<file path="src/rtl/spi_nor_responder_if.sv">
// Byte-wide SPI link between the flash controller (master) and the NOR responder (slave).
// Carries the oversampled clock/select, both data bytes and the responder's status outputs.
interface spi_nor_responder_if;
  logic       s_clk;
  logic       s_css;
  logic [7:0] s_mosi;
  logic [7:0] s_miso;
  logic       wel;
  logic       cmd_err;

  modport master (
    output s_clk, s_css, s_mosi,
    input  s_miso, wel, cmd_err
  );

  modport slave (
    input  s_clk, s_css, s_mosi,
    output s_miso, wel, cmd_err
  );
endinterface

</file>
<file path="src/rtl/spi_nor_responder.sv">
// Byte-wide SPI NOR flash responder; s_clk/s_css 2-flop synchronised, outputs registered 1 cycle after the detected edge.
// No backpressure: the controller paces bytes via s_clk, which must keep >=4 p_clk per phase.
module spi_nor_responder #(
  parameter int          ADDR_W = 8,
  parameter logic [7:0]  ERASED = 8'hFF
) (
  input  logic               p_clk,
  input  logic               p_rst,
  spi_nor_responder_if.slave bus
);

  localparam int DEPTH = 1 << ADDR_W;

  typedef enum logic [2:0] {
    S_IDLE,
    S_CMD,
    S_ADDR,
    S_RD_DATA,
    S_WR_DATA,
    S_STATUS,
    S_IGNORE
  } state_t;

  logic              r_sclk_s1, r_sclk_s2, r_sclk_d;
  logic              r_css_s1, r_css_s2, r_css_d;
  state_t            r_state;
  logic [7:0]        r_miso;
  logic              r_wel;
  logic              r_cmd_err;
  logic              r_is_wr;
  logic              r_wr_seen;
  logic [1:0]        r_byte_cnt;
  logic [ADDR_W-1:0] r_addr;
  logic [7:0]        r_mem [DEPTH];

  logic              w_rise;
  logic              w_fall;
  logic              w_css_rise;
  logic              w_css_fall;
  logic [ADDR_W-1:0] w_addr_shift;

  assign w_rise     =  r_sclk_s2 & ~r_sclk_d & ~r_css_s2;
  assign w_fall     = ~r_sclk_s2 &  r_sclk_d & ~r_css_s2;
  assign w_css_rise =  r_css_s2 & ~r_css_d;
  assign w_css_fall = ~r_css_s2 &  r_css_d;

  // Only the low ADDR_W bits of the 24-bit address matter, so bytes shift straight into r_addr.
  assign w_addr_shift = ADDR_W'({r_addr, bus.s_mosi});

  assign bus.s_miso  = r_miso;
  assign bus.wel     = r_wel;
  assign bus.cmd_err = r_cmd_err;

  always_ff @(posedge p_clk) begin
    if (p_rst) begin
      r_sclk_s1  <= 1'b0;
      r_sclk_s2  <= 1'b0;
      r_sclk_d   <= 1'b0;
      r_css_s1   <= 1'b1;
      r_css_s2   <= 1'b1;
      r_css_d    <= 1'b1;
      r_state    <= S_IDLE;
      r_miso     <= 8'h00;
      r_wel      <= 1'b0;
      r_cmd_err  <= 1'b0;
      r_is_wr    <= 1'b0;
      r_wr_seen  <= 1'b0;
      r_byte_cnt <= 2'd0;
      r_addr     <= '0;
      for (int i = 0; i < DEPTH; i++) begin
        r_mem[i] <= ERASED;
      end
    end else begin
      r_sclk_s1 <= bus.s_clk;
      r_sclk_s2 <= r_sclk_s1;
      r_sclk_d  <= r_sclk_s2;
      r_css_s1  <= bus.s_css;
      r_css_s2  <= r_css_s1;
      r_css_d   <= r_css_s2;
      r_cmd_err <= 1'b0;

      // Deselect wins over any s_clk edge seen in the same cycle.
      if (w_css_rise) begin
        if (r_state == S_WR_DATA && r_wr_seen) begin
          r_wel <= 1'b0;
        end
        r_state    <= S_IDLE;
        r_miso     <= 8'h00;
        r_byte_cnt <= 2'd0;
        r_wr_seen  <= 1'b0;
      end else if (w_css_fall) begin
        r_state    <= S_CMD;
        r_miso     <= 8'h00;
        r_byte_cnt <= 2'd0;
        r_wr_seen  <= 1'b0;
      end else begin
        case (r_state)
          S_CMD: begin
            if (w_rise) begin
              case (bus.s_mosi)
                8'h03: begin
                  r_is_wr <= 1'b0;
                  r_state <= S_ADDR;
                end
                8'h02: begin
                  r_is_wr <= 1'b1;
                  r_state <= r_wel ? S_ADDR : S_IGNORE;
                end
                8'h06: begin
                  r_wel   <= 1'b1;
                  r_state <= S_IGNORE;
                end
                8'h04: begin
                  r_wel   <= 1'b0;
                  r_state <= S_IGNORE;
                end
                8'h05: r_state <= S_STATUS;
                default: begin
                  r_cmd_err <= 1'b1;
                  r_state   <= S_IGNORE;
                end
              endcase
            end
          end

          S_ADDR: begin
            if (w_rise) begin
              r_addr <= w_addr_shift;
              if (r_byte_cnt == 2'd2) begin
                r_byte_cnt <= 2'd0;
                r_state    <= r_is_wr ? S_WR_DATA : S_RD_DATA;
              end else begin
                r_byte_cnt <= r_byte_cnt + 2'd1;
              end
            end
          end

          // Data is presented on the fall so it is settled for the controller's next rise.
          S_RD_DATA: begin
            if (w_fall) begin
              r_miso <= r_mem[r_addr];
            end else if (w_rise) begin
              r_addr <= r_addr + ADDR_W'(1);
            end
          end

          S_WR_DATA: begin
            if (w_rise) begin
              r_mem[r_addr] <= r_mem[r_addr] & bus.s_mosi;
              r_addr        <= r_addr + ADDR_W'(1);
              r_wr_seen     <= 1'b1;
            end
          end

          S_STATUS: begin
            if (w_fall) begin
              r_miso <= {6'b0, r_wel, 1'b0};
            end
          end

          default: ;
        endcase
      end
    end
  end

endmodule

</file>
<file path="src/flat_wrapper.sv">
// flat-port wrapper written by rule: the top's interface ports become plain ports
module spi_nor_responder_flat 
#(
  parameter int          ADDR_W = 8,
  parameter logic [7:0]  ERASED = 8'hFF
)
  (p_clk, p_rst, bus_s_clk, bus_s_css, bus_s_mosi, bus_s_miso, bus_wel, bus_cmd_err);
  spi_nor_responder_if bus_i ();
  input  logic p_clk;
  input  logic p_rst;
  input wire logic [$bits(bus_i.s_clk)-1:0] bus_s_clk;
  input wire logic [$bits(bus_i.s_css)-1:0] bus_s_css;
  input wire logic [$bits(bus_i.s_mosi)-1:0] bus_s_mosi;
  output wire logic [$bits(bus_i.s_miso)-1:0] bus_s_miso;
  output wire logic [$bits(bus_i.wel)-1:0] bus_wel;
  output wire logic [$bits(bus_i.cmd_err)-1:0] bus_cmd_err;
  assign bus_i.s_clk = bus_s_clk;
  assign bus_i.s_css = bus_s_css;
  assign bus_i.s_mosi = bus_s_mosi;
  assign bus_s_miso = bus_i.s_miso;
  assign bus_wel = bus_i.wel;
  assign bus_cmd_err = bus_i.cmd_err;
  spi_nor_responder #(.ADDR_W(ADDR_W), .ERASED(ERASED)) u_core (.p_clk(p_clk), .p_rst(p_rst), .bus(bus_i));
endmodule
</file>
<file path="config.mk">
export PLATFORM = sky130hd
export DESIGN_NAME = spi_nor_responder_flat
export DESIGN_NICKNAME = d
export VERILOG_FILES = /design/src/rtl/spi_nor_responder_if.sv /design/src/rtl/spi_nor_responder.sv /design/src/flat_wrapper.sv
export SDC_FILE = /design/constraint.sdc
export NUM_CORES = 2
export LEC_CHECK = 0
export ABC_AREA = 1
export CAP_MARGIN = 25
export CORE_AREA = 2 2 624 626
export DETAILED_ROUTE_END_ITERATION = 7
export DIE_AREA = 0 0 626 628
export PLACE_DENSITY = 0.35
export SLEW_MARGIN = 20
export SYNTH_ARGS = -nofsm -noshare
export SYNTH_HDL_FRONTEND = slang
export SYNTH_SLANG_ARGS = --single-unit
</file>
<file path="constraint.sdc">
create_clock -name p_clk -period 8 [get_ports p_clk]
set_input_delay 1.6 -clock p_clk [delete_from_list [all_inputs] [get_ports p_clk]]
set_output_delay 1.6 -clock p_clk [all_outputs]
set_load 0.1 [all_outputs]
</file>
==> reports/results.tsv <==
stage	metric	value	unit
clocking	clock latency on the worst-skew pair	0.93	ns
placed_design	Setup WS pre-CTS	1.84	ns
setup_path	Setup CP Type	reg2reg	
setup_path	worst-path fanout max	134	
logic_synthesis	Post-synth EDFFs	2048	
global_routing	gr ovfl total	0	
die	die height	628	um
global_routing	GRT Total Usage	0.176	
setup_path	Arrival @ worst endpoint	6.32	ns
placed_design	PortBufs	21	
clocking	CTS Root Cell	clkbuf_16	
timing	Slew @ Worst Pin	1.08	ns
global_routing	first-pass GRT wire length	511	mm
finish	fin nets	9403	
logic_synthesis	largest area contributor in the netlist	edfxtp_1	
finish	final instance area	108000	sq um
logic_synthesis	Netlist cell types	36	
clocking	# clock sinks	2087	
logic_synthesis	Synth top area share	0.639	
power	LEAKAGE	30.2	nW
detailed_routing	DRC	0	
global_routing	vias in the first global route	70500	
logic_synthesis	Seq cells post-synth	2087	
logic_synthesis	Seq/Total Area, Yosys	0.647	
logic_synthesis	Main synth FF type	edfxtp_1	
power	Final Power	23.4	mW
timing	fmax	176	MHz
timing	final setup violation count	0	
die	die area	393000	sq um
run	number of max-cap violations	0	
timing	Final Hold Fails	0	
finish	layout cell share with drive strength beyond 1	0.0649	
timing	period utilization	0.711	
die	Die X	626	um
power	PwrDens	218	nW/um^2
setup_path	Worst EP required	8.63	ns
placed_design	routability cong.	0.830	
clocking	TritonCTS clock tree	built	
timing	Max Transition Viols Final	0	
setup_path	CP endpoint kind	flip-flop	
clocking	post-CTS resize count	0	
timing	Final min period	5.69	ns
timing	Final Skew	0.0641	ns
die	Core Region	387000	sq um
finish	synth-to-layout area growth	11.9	%
setup_path	CP Launch Type	flip-flop	
timing	fin worst setup slack	2.31	ns
placed_design	dpl cell area	100000	sq um
timing	WHS	0.417	ns
die	Starting Density	0.249	
clocking	hold_buf cts	0	
logic_synthesis	Post-Synthesis Cells	9664	
detailed_routing	Iter 0 DRT Violations	6096	
logic_synthesis	synth warn	0	
logic_synthesis	top cells by area, synth	edfxtp_1 64%, nand2_1 14%, nand3_1 8.2%	
clocking	Max clock buf depth	4	
detailed_routing	Via Count	70200	
power	maximum vdd drop	0.000160	V
timing	RSZ-0062 raised after global routing	false	
timing	Setup TNS Final	0	ns
detailed_routing	Post-Route WL	354	mm
global_routing	initial antenna violation count	6	
clocking	post-CTS setup buffers	0	
clocking	CTS Buf Count	243	
hold_path	Hold Crit Class	reg2reg	
logic_synthesis	Mapped Area	96200	sq um
status	status	finished, final reports clean	
placed_design	DP Wirelength	211	mm
logic_synthesis	Synth async-reset ratio	0	
detailed_routing	1st-pass router iterations	6	
die	Top Ports	22	
die	FP Rows	229	
logic_synthesis	syn avg cell area	9.95	sq um
logic_synthesis	Post-Synthesis Net Count	9683	
detailed_routing	Via density	4.75	
finish	Filler cells	40800	
global_routing	pin count of the biggest net entering global routing	139	
timing	Max transition margin	0.281	
clocking	clock slew at reported path FFs	0.06	ns
clocking	H-tree depth	4	
detailed_routing	ANT nets after route	0	
detailed_routing	Routed wire per std cell	23.9	um
==> cell type report <==
type                            count  area (sq um)  share of cell area
Multi-Input combinational cell   6687         28500               0.265
Inverter                           89           400             0.00372
Antenna cell                        6          15.0            0.000139
Clock inverter                    118           806             0.00749
Sequential cell                  2087         62300               0.579
Clock buffer                      331          6660              0.0618
Tap cell                         5197          6500              0.0604
Timing Repair Buffer              276          2450              0.0228
==> metal layers <==
metal / track usage / wire [um] / vias to the layer above
met2: 0.293 / 168000 / 1806
met4: 0.0510 / 10600 / 0
met3: 0.0191 / 16100 / 449
li1: - / - / 32600
met5: 0 / 0 / -
met1: 0.242 / 159000 / 35400
==> cells in the final DEF (no fill, tap or decap), types with 67 or more instances in the layout <==
cell type / synthesis / routed
o21ai_0: 576 / 415
clkbuf_1: 305 / 67
nand2_1: 3671 / 3671
o22ai_1: 157 / 157
edfxtp_1: 2048 / 2048
nand3_1: 1581 / 1581
buf_4: 88 / 153
clkbuf_16: 0 / 249
nor2_1: 635 / 633
o21ai_1: 0 / 159
==> per-stage QoR <==
stage / utilization / instances
floorplan: - / 9664
detailed placement: 0.258 / 14300
CTS: 0.278 / 14700
global placement: 0.258 / 14300
finish: 0.278 / 14800
global route: 0.278 / 14800
==> state kept, by name, indices dropped and copies added (netlist names), 2 cells and up, named ones only <==
register	cells
u_core.r_state	3
u_core.r_addr	8
u_core.bus.s_miso	8
u_core.r_mem	2048
u_core.r_byte_cnt	2
==> cells in the mapped netlist (63+ instances only) <==
cell type / number
nor2_1: 635
edfxtp_1: 2048
clkbuf_1: 305
buf_6: 217
o21ai_0: 576
inv_1: 81
buf_2: 127
nand3_1: 1581
buf_4: 88
nand2_1: 3671
buf_1: 63
o22ai_1: 157
==> worst max-delay path: stages (launching register included) <==
cell	delay [ns]
dfxtp_4	0.81
inv_16	0.28
buf_4	0.46
o21ai_0	0.25
o22ai_1	0.12
nand2_1	0.11
nand3_1	0.16
nand3_1	0.25
nand3_1	0.12
nand3_1	0.49
nand3_1	0.26
nand3_4	0.13
buf_4	0.58
buf_4	0.81
nand2_1	0.15
==> where the power goes <==
part	internal (mW)	switching, mW
combinational	0.0980	0.631
sequential	12.0	0.00245
clock	6.09	4.66
==> logic make-up after synthesis <==
group / Yosys count / synth area share
compound gates: 768 / 0.0425
fa+ha+maj: 7 / 0.000910
buf+inv: 890 / 0.0569
flops: 2087 / 0.647
simple gates: 5912 / 0.252
==> final timing paths <==
path | slack (ns) | end | start | cells after the start
worst max register to register | 2.31 | u_core.r_mem[50][3]$_SDFFCE_PN1P_ | flip-flop | 14
worst min register to register | 0.42 | u_core.r_css_s2$_SDFF_PP1_ | u_core.r_css_s1$_SDFF_PP1_ | 1
worst min-delay path | 0.42 | u_core.r_css_s2$_SDFF_PP1_ | u_core.r_css_s1$_SDFF_PP1_ | 1
worst max-delay path | 2.31 | u_core.r_mem[50][3]$_SDFFCE_PN1P_ | flip-flop | 14
(Power assumes the default switching activity.)
